### src/rtl/alu_sequencer_if.sv
// rtl/alu_sequencer_if.sv - program-memory fetch and ALU opcode/operand/status bus
interface alu_sequencer_if #(
  parameter int DataWidth     = 8,
  parameter int NumOpCodeBits = 5,
  parameter int ParamBits     = 8,
  parameter int NumStatusBits = 3,
  parameter int AddrWidth     = 8
);
  logic [AddrWidth-1:0]     imem_addr;
  logic                     imem_req;
  logic                     imem_ack;
  logic [15:0]              imem_data;
  logic [NumOpCodeBits-1:0] alu_opcode;
  logic [DataWidth-1:0]     alu_operand1;
  logic [DataWidth-1:0]     alu_operand2;
  logic [ParamBits-1:0]     alu_param;
  logic [DataWidth-1:0]     alu_result;
  logic [NumStatusBits-1:0] alu_status;

  modport master (
    output imem_addr, imem_req, alu_opcode, alu_operand1, alu_operand2, alu_param,
    input  imem_ack, imem_data, alu_result, alu_status
  );

  modport slave (
    input  imem_addr, imem_req, alu_opcode, alu_operand1, alu_operand2, alu_param,
    output imem_ack, imem_data, alu_result, alu_status
  );
endinterface

### src/rtl/alu_sequencer.sv
// rtl/alu_sequencer.sv - fetch/decode/execute control core driving an external 8-bit ALU
module alu_sequencer #(
  parameter int DataWidth     = 8,
  parameter int NumOpCodeBits = 5,
  parameter int ParamBits     = 8,
  parameter int NumStatusBits = 3,
  parameter int AddrWidth     = 8,
  parameter int NumRegs       = 8
) (
  input  logic                     clk,
  input  logic                     reset,
  alu_sequencer_if.master          bus,
  output logic [NumStatusBits-1:0] flags,
  output logic [AddrWidth-1:0]     pc,
  output logic                     halted,
  input  logic [2:0]               dbg_sel,
  output logic [DataWidth-1:0]     dbg_data
);
  localparam logic [4:0] OP_NOP = 5'b00000;
  localparam logic [4:0] OP_ADD = 5'b00001;
  localparam logic [4:0] OP_SHR = 5'b00111;
  localparam logic [4:0] OP_VAL = 5'b01000;
  localparam logic [4:0] OP_JMP = 5'b10000;
  localparam logic [4:0] OP_JZ  = 5'b10001;
  localparam logic [4:0] OP_JC  = 5'b10010;
  localparam logic [4:0] OP_HLT = 5'b11111;

  typedef enum logic [1:0] {S_FETCH, S_DECODE, S_EXECUTE, S_HALT} state_t;

  state_t               state, state_next;
  logic [15:0]          ir;
  logic [DataWidth-1:0] regs [NumRegs];

  logic [4:0] op;
  logic [2:0] rd, rs;
  logic [7:0] imm;
  logic       is_alu, is_flag_op;
  logic [AddrWidth-1:0] pc_inc, pc_imm;

  assign op         = ir[15:11];
  assign rd         = ir[10:8];
  assign rs         = ir[7:5];
  assign imm        = ir[7:0];
  assign is_alu     = (op >= OP_ADD) && (op <= OP_VAL);
  assign is_flag_op = (op >= OP_ADD) && (op <= OP_SHR);
  assign pc_inc     = pc + AddrWidth'(1);
  assign pc_imm     = AddrWidth'(imm);
  assign dbg_data   = regs[dbg_sel];

  always_ff @(posedge clk or posedge reset) begin
    if (reset) state <= S_FETCH;
    else       state <= state_next;
  end

  always_comb begin
    state_next = state;
    case (state)
      S_FETCH:   if (bus.imem_ack) state_next = S_DECODE;
      S_DECODE: begin
        if (is_alu)             state_next = S_EXECUTE;
        else if (op == OP_HLT)  state_next = S_HALT;
        else                    state_next = S_FETCH;
      end
      S_EXECUTE: state_next = S_FETCH;
      default:   state_next = S_HALT;
    endcase
  end

  // Request is gated by reset so the bus is quiet while reset is held.
  always_comb begin
    bus.imem_req  = (state == S_FETCH) && !reset;
    bus.imem_addr = pc;
    halted        = (state == S_HALT);
  end

  always_ff @(posedge clk or posedge reset) begin
    if (reset) begin
      pc               <= '0;
      flags            <= '0;
      ir               <= '0;
      bus.alu_opcode   <= NumOpCodeBits'(OP_NOP);
      bus.alu_operand1 <= '0;
      bus.alu_operand2 <= '0;
      bus.alu_param    <= '0;
      for (int i = 0; i < NumRegs; i++) regs[i] <= '0;
    end else begin
      case (state)
        S_FETCH: if (bus.imem_ack) ir <= bus.imem_data;
        S_DECODE: begin
          if (is_alu) begin
            bus.alu_opcode   <= NumOpCodeBits'(op);
            bus.alu_operand1 <= regs[rd];
            bus.alu_operand2 <= regs[rs];
            bus.alu_param    <= ParamBits'(imm);
          end else begin
            case (op)
              OP_JMP:  pc <= pc_imm;
              OP_JZ:   pc <= flags[2] ? pc_imm : pc_inc;
              OP_JC:   pc <= flags[0] ? pc_imm : pc_inc;
              OP_HLT:  pc <= pc;
              default: pc <= pc_inc;
            endcase
          end
        end
        S_EXECUTE: begin
          regs[rd] <= bus.alu_result;
          pc       <= pc_inc;
          // VAL loads a register without disturbing the condition flags.
          if (is_flag_op) flags <= bus.alu_status;
          bus.alu_opcode   <= NumOpCodeBits'(OP_NOP);
          bus.alu_operand1 <= '0;
          bus.alu_operand2 <= '0;
          bus.alu_param    <= '0;
        end
        default: ;
      endcase
    end
  end
endmodule

### src/flat_wrapper.sv
// flat-port wrapper written by rule: the top's interface ports become plain ports
module alu_sequencer_flat 
#(
  parameter int DataWidth     = 8,
  parameter int NumOpCodeBits = 5,
  parameter int ParamBits     = 8,
  parameter int NumStatusBits = 3,
  parameter int AddrWidth     = 8,
  parameter int NumRegs       = 8
)
  (clk, reset, flags, pc, halted, dbg_sel, dbg_data, bus_imem_addr, bus_imem_req, bus_alu_opcode, bus_alu_operand1, bus_alu_operand2, bus_alu_param, bus_imem_ack, bus_imem_data, bus_alu_result, bus_alu_status);
  alu_sequencer_if #(.DataWidth(DataWidth), .NumOpCodeBits(NumOpCodeBits), .ParamBits(ParamBits), .NumStatusBits(NumStatusBits), .AddrWidth(AddrWidth)) bus_i ();
  input  logic clk;
  input  logic reset;
  output logic [NumStatusBits-1:0] flags;
  output logic [AddrWidth-1:0] pc;
  output logic halted;
  input  logic [2:0] dbg_sel;
  output logic [DataWidth-1:0] dbg_data;
  output wire logic [$bits(bus_i.imem_addr)-1:0] bus_imem_addr;
  output wire logic [$bits(bus_i.imem_req)-1:0] bus_imem_req;
  output wire logic [$bits(bus_i.alu_opcode)-1:0] bus_alu_opcode;
  output wire logic [$bits(bus_i.alu_operand1)-1:0] bus_alu_operand1;
  output wire logic [$bits(bus_i.alu_operand2)-1:0] bus_alu_operand2;
  output wire logic [$bits(bus_i.alu_param)-1:0] bus_alu_param;
  input wire logic [$bits(bus_i.imem_ack)-1:0] bus_imem_ack;
  input wire logic [$bits(bus_i.imem_data)-1:0] bus_imem_data;
  input wire logic [$bits(bus_i.alu_result)-1:0] bus_alu_result;
  input wire logic [$bits(bus_i.alu_status)-1:0] bus_alu_status;
  assign bus_imem_addr = bus_i.imem_addr;
  assign bus_imem_req = bus_i.imem_req;
  assign bus_alu_opcode = bus_i.alu_opcode;
  assign bus_alu_operand1 = bus_i.alu_operand1;
  assign bus_alu_operand2 = bus_i.alu_operand2;
  assign bus_alu_param = bus_i.alu_param;
  assign bus_i.imem_ack = bus_imem_ack;
  assign bus_i.imem_data = bus_imem_data;
  assign bus_i.alu_result = bus_alu_result;
  assign bus_i.alu_status = bus_alu_status;
  alu_sequencer #(.DataWidth(DataWidth), .NumOpCodeBits(NumOpCodeBits), .ParamBits(ParamBits), .NumStatusBits(NumStatusBits), .AddrWidth(AddrWidth), .NumRegs(NumRegs)) u_core (.clk(clk), .reset(reset), .bus(bus_i), .flags(flags), .pc(pc), .halted(halted), .dbg_sel(dbg_sel), .dbg_data(dbg_data));
endmodule
### config.mk
export PLATFORM = sky130hd
export DESIGN_NAME = alu_sequencer_flat
export DESIGN_NICKNAME = d
export VERILOG_FILES = /design/src/rtl/alu_sequencer_if.sv /design/src/rtl/alu_sequencer.sv /design/src/flat_wrapper.sv
export SDC_FILE = /design/constraint.sdc
export NUM_CORES = 1
export LEC_CHECK = 0
export ABC_AREA = 1
export CORE_UTILIZATION = 33
export DETAILED_ROUTE_END_ITERATION = 16
export SETUP_SLACK_MARGIN = 0.05
export SLEW_MARGIN = 20
export SYNTH_ARGS = -nofsm -noshare
export SYNTH_HDL_FRONTEND = slang
export SYNTH_SLANG_ARGS = --single-unit
### constraint.sdc
create_clock -name clk -period 6.95 [get_ports clk]
set_clock_uncertainty 0.15 [all_clocks]
set_input_delay 1.39 -clock clk [delete_from_list [all_inputs] [get_ports clk]]
set_output_delay 1.39 -clock clk [all_outputs]
set_load 0.1 [all_outputs]
== Word-level counts from Yosys, hierarchy flattened ==
Index checks and enable logic that the tools add are counted.
Storage, ports and cells
  output and inout port bits: 58
  register bits: 122
  input bits: 33
  logic and storage cells: 78
Operators by class
  bitwise operators: 3
  $lt $le $gt $ge: 7
  $add $sub $neg: 1
  reductions and logical operators: 11
  equal/unequal tests: 11
  multiplexer cells: 29
Operator list (count)
  $mux W8: 13
  $bmux W8 S3: 3
  $bwmux W64: 1
  $pmux W8 S2: 4
  $pmux W8 S4: 1
  $demux W8 S3: 1
  $eq A5 B5 Y1 const B: 4
  $ge A4 B4 Y1 const B: 3
  $not A3 Y4: 3
  $pmux W5 S2: 1
  $add A8 B1 Y8 const B: 1
  $mux W2: 3
  $ne A2 B2 Y1 const B: 3
  $pmux W2 S3: 1
  $reduce_and A2 Y1: 3
  $ge A5 B1 Y1 const B: 1
  $le A5 B3 Y1 const B: 1
  $le A5 B4 Y1 const B: 1
  $mux W5: 1
  $eq A2 B2 Y1 const B: 2
  $logic_and A1 B1 Y1: 4
  $lt A4 B1 Y1 const B: 1
  $reduce_and A3 Y1: 1
  $eq A2 B1 Y1 const B: 1
  other kinds (4): 4

== Logic depth before layout (Yosys ltp) ==
  depth in word-level cells: 6
  depth in mapped cells: 12
  mapped depth without buffers: 11

== Worst setup path after synthesis ==
OpenSTA, ideal clock, no wires.
  path kind: input to output
  start: input port dbg_sel[0]
  end: output port dbg_data[0]
  required time: 5.410 ns
  arrival: 3.635 ns
  stages on the path: 5
  path buffers: 2
  setup slack: 1.775 ns
  cells stage by stage: buf_2 -> buf_1 -> a21oi_1 -> o21ai_0 -> a31oi_1
Between the ends
  word-level cells in the longest chain between the ends: 4
RTL lines
  start: declaration: RTL line flat_wrapper.sv:18  | input logic [2:0] dbg_sel;
  $not A3 Y4 (not written as such): RTL line alu_sequencer.sv:48  | assign dbg_data = regs[dbg_sel];
  $bmux W8 S3: RTL line alu_sequencer.sv:48
  $mux W8 (not written as such) (2 in series): RTL line alu_sequencer.sv:48
  end: declaration: RTL line flat_wrapper.sv:19  | output logic [DataWidth-1:0] dbg_data;
Every way passes these cells. The select of a mux whose other input is x is not followed.

== Worst setup path after layout ==
  start: input port dbg_sel[1]
  end: output port dbg_data[6]
The elaborated chain is that of the path after synthesis.

==> results_dict.tcl <==
set metrics [dict create \
    gp_congestion 0.884 \
    cts_root_buffer "clkbuf_16" \
    timing.rr.start "u_core.ir[8]" \
    critPathCaptureType "output port" \
    critPathTopFamily "buffers and inverters" \
    crit_type "in2out" \
    antenna_cells 0 \
    syn_inst 886 \
    worstPathMaxFanout 32 \
    grt_pass1_vias 5625 \
    min_period_over_period_pct 74.4 \
    critPathMostFrequentCell "o21ai_0" \
    arrival_ps 3630 \
    antenna_found_initial 0 \
    min_path_type "reg2reg" \
    synthFlopType "dfrtp_1" \
    syn-num-nets 924 \
    crit_start "dbg_sel[1]" \
    synth_cell_types 38 \
    yosys_warnings 0 \
    grt_use_total_pct 18.8 \
    ys_top_cells_by_area "dfrtp_1, nand2_1, o21ai_0" \
    yosysSeqAreaShare_pct 44.8 \
    hpwl_mm 13.8 \
    cts_tree "built" \
    rsz0062_at_grt "no" \
    die_h_um 146 \
    cp-start-kind "input port" \
    max_cap_viol_count 0 \
    max_freq_ghz 0.193 \
    cts_hold_buf 0 \
    overflow 0 \
    routedWlPerCell_um 15.8 \
    min_period_ps 5170 \
    finalHoldViolCount 0 \
    cp_num_buf_inv 2 \
    avgSynthCellArea_um2 7.69 \
    grt_pass1_wl_mm 31.1 \
    critPathMaxStageDelay_ps 1200 \
    num_rows 52 \
    design_area_um2 8340 \
    slew-limit-headroom_pct 26.5 \
    cts_resized 0 \
    status "finished clean" \
    worstMarginPinSlew_ps 1100 \
    netlist_area_um2 6810 \
    antenna_left 0 \
    first_pass_iters 5 \
    nets 985 \
    post_cts_buffers 0 \
    clk_pin_slew_ps 60 \
    num_io_pins 91 \
    drv_slew 0 \
    worstHoldStart "u_core.regs[35]" \
    synth_seq_cells 122 \
    clk_latency_ps 420 \
    core_um2 20200 \
    routed_wl_mm 19.4 \
    finalSetupTns_ps 0 \
    cts_buffers 17 \
    dieArea_um2 21200 \
    setup_viol 0 \
    dpl_cell_area_um2 7770 \
    via_per_inst 4.96 \
    initial_utilization_pct 33.7 \
    yosysMostFrequentCell "nand2_1" \
    port_buffers 90 \
    cpMaxStageDelayCell "clkdlybuf4s50_1" \
    r2r_slack_ps 4590 \
    synth_top_cell_area_share_pct 44.8 \
    area_growth_pct 22.4 \
    critPathRequiredTime_ps 5410 \
    die_w_um 146 \
    grt_max_degree 75 \
    htreeDepth 4 \
    drc 0 \
    cts.sinks 122 \
    synth_edf_count 0 \
    drtIter0Drc 423 \
    yosys.area.top_type "dfrtp_1" \
    crit_chain "clkdlybuf4s50_1 > o21ai_0 > o21ai_0 > nor2_1 > a31oi_1 > buf_4" \
    layout-drive-gt1-share_pct 8.65 \
    synth_common_cells "nand2_1, o21ai_0, dfrtp_1" \
    synthArstFlopShare_pct 100 \
    vias 6100 \
    cts_buffer_depth 2 \
]
==> cells in the final DEF, fill, tap and decap left out, drive strengths merged, types with 10 or more instances in the layout <==
cell           netlist  final
nor2                87     87
nand3               20     20
inv                 96     96
clkdlybuf4s50        0     81
nand2              228    228
o211ai              47     47
a21oi               44     44
o22ai               10     10
nand4               11     11
clkbuf              17     20
o21ai              136    136
buf                 36     14
dfrtp              122    122
==> registers in the layout, summed over array words and instances, names as in the netlist <==
| register | flops |
|---|---|
| u_core.state | 2 |
| u_core.bus.alu_opcode | 5 |
| u_core.regs | 64 |
| u_core.bus.alu_operand2 | 8 |
| u_core.bus.alu_operand1 | 8 |
| u_core.bus.alu_param | 8 |
| u_core.ir | 16 |
| u_core.flags | 3 |
| u_core.bus.imem_addr | 8 |
==> cell type report <==
type	instances	area, µm²
Clock buffer	20	447
Sequential cell	122	3060
Inverter	97	367
Clock inverter	11	100
Tap cell	270	338
Multi-Input combinational cell	614	3100
Fill cell	2064	11900
Timing Repair Buffer	95	933
==> worst register-to-register path: stages, from the launching register on <==
cell	delay, ps
dfrtp_2	1070
nand2_1	230
nor2_2	560
nand2_1	150
o21ai_0	120
==> cell families (layout without fill, tap and decap cells) <==
family | count (synthesis) | after routing | share of synthesized area, %
buffers and inverters | 150 | 223 | 9.81
AOI/OAI and AO/OA | 254 | 254 | 22.0
muxes | 3 | 3 | 0.496
and+or+nand+nor | 350 | 350 | 21.7
DFF | 122 | 122 | 44.8
xor gates and xnor gates | 2 | 2 | 0.257
adders and majority gates | 5 | 5 | 0.918
==> per-layer routing <==
| metal | GRT usage (%) | up-vias | routed length, µm | share of wire [%] |
|---|---|---|---|---|
| met5 | 0 | - | 0 | 0 |
| met4 | 6.53 | 0 | 360 | 1.9 |
| met3 | 3.39 | 20 | 1160 | 6.0 |
| met2 | 27.1 | 217 | 8270 | 43 |
| met1 | 28.1 | 2820 | 9580 | 49 |
| li1 | - | 3043 | - | - |
==> worst paths after layout <==
kind,endpoint,depth (start not counted)
worst max-delay path,dbg_data[6],6
worst min-delay path,u_core.regs[35],2
worst max register to register,u_core.regs[1],4
worst min register to register,u_core.regs[35],2
max in group asynchronous,u_core.regs[57],3
min in group asynchronous,u_core.bus.alu_operand1[4],2
==> per-stage QoR <==
stage | util [%] | setup WS [ps] | hold WS, ps | cells
after floorplan | - | 1780 | 303 | 886
after global placement | 38.4 | 1550 | 317 | 1197
after detailed placement | 38.4 | 1860 | 322 | 1197
after CTS | 41.1 | 1840 | 337 | 1228
after global routing | 41.2 | 1540 | 359 | 1229
final | 41.2 | 1780 | 334 | 1229
Power is left out: the tool's default activity adds up to more than one toggle a clock period on the data nets, which glitch-free logic cannot reach.
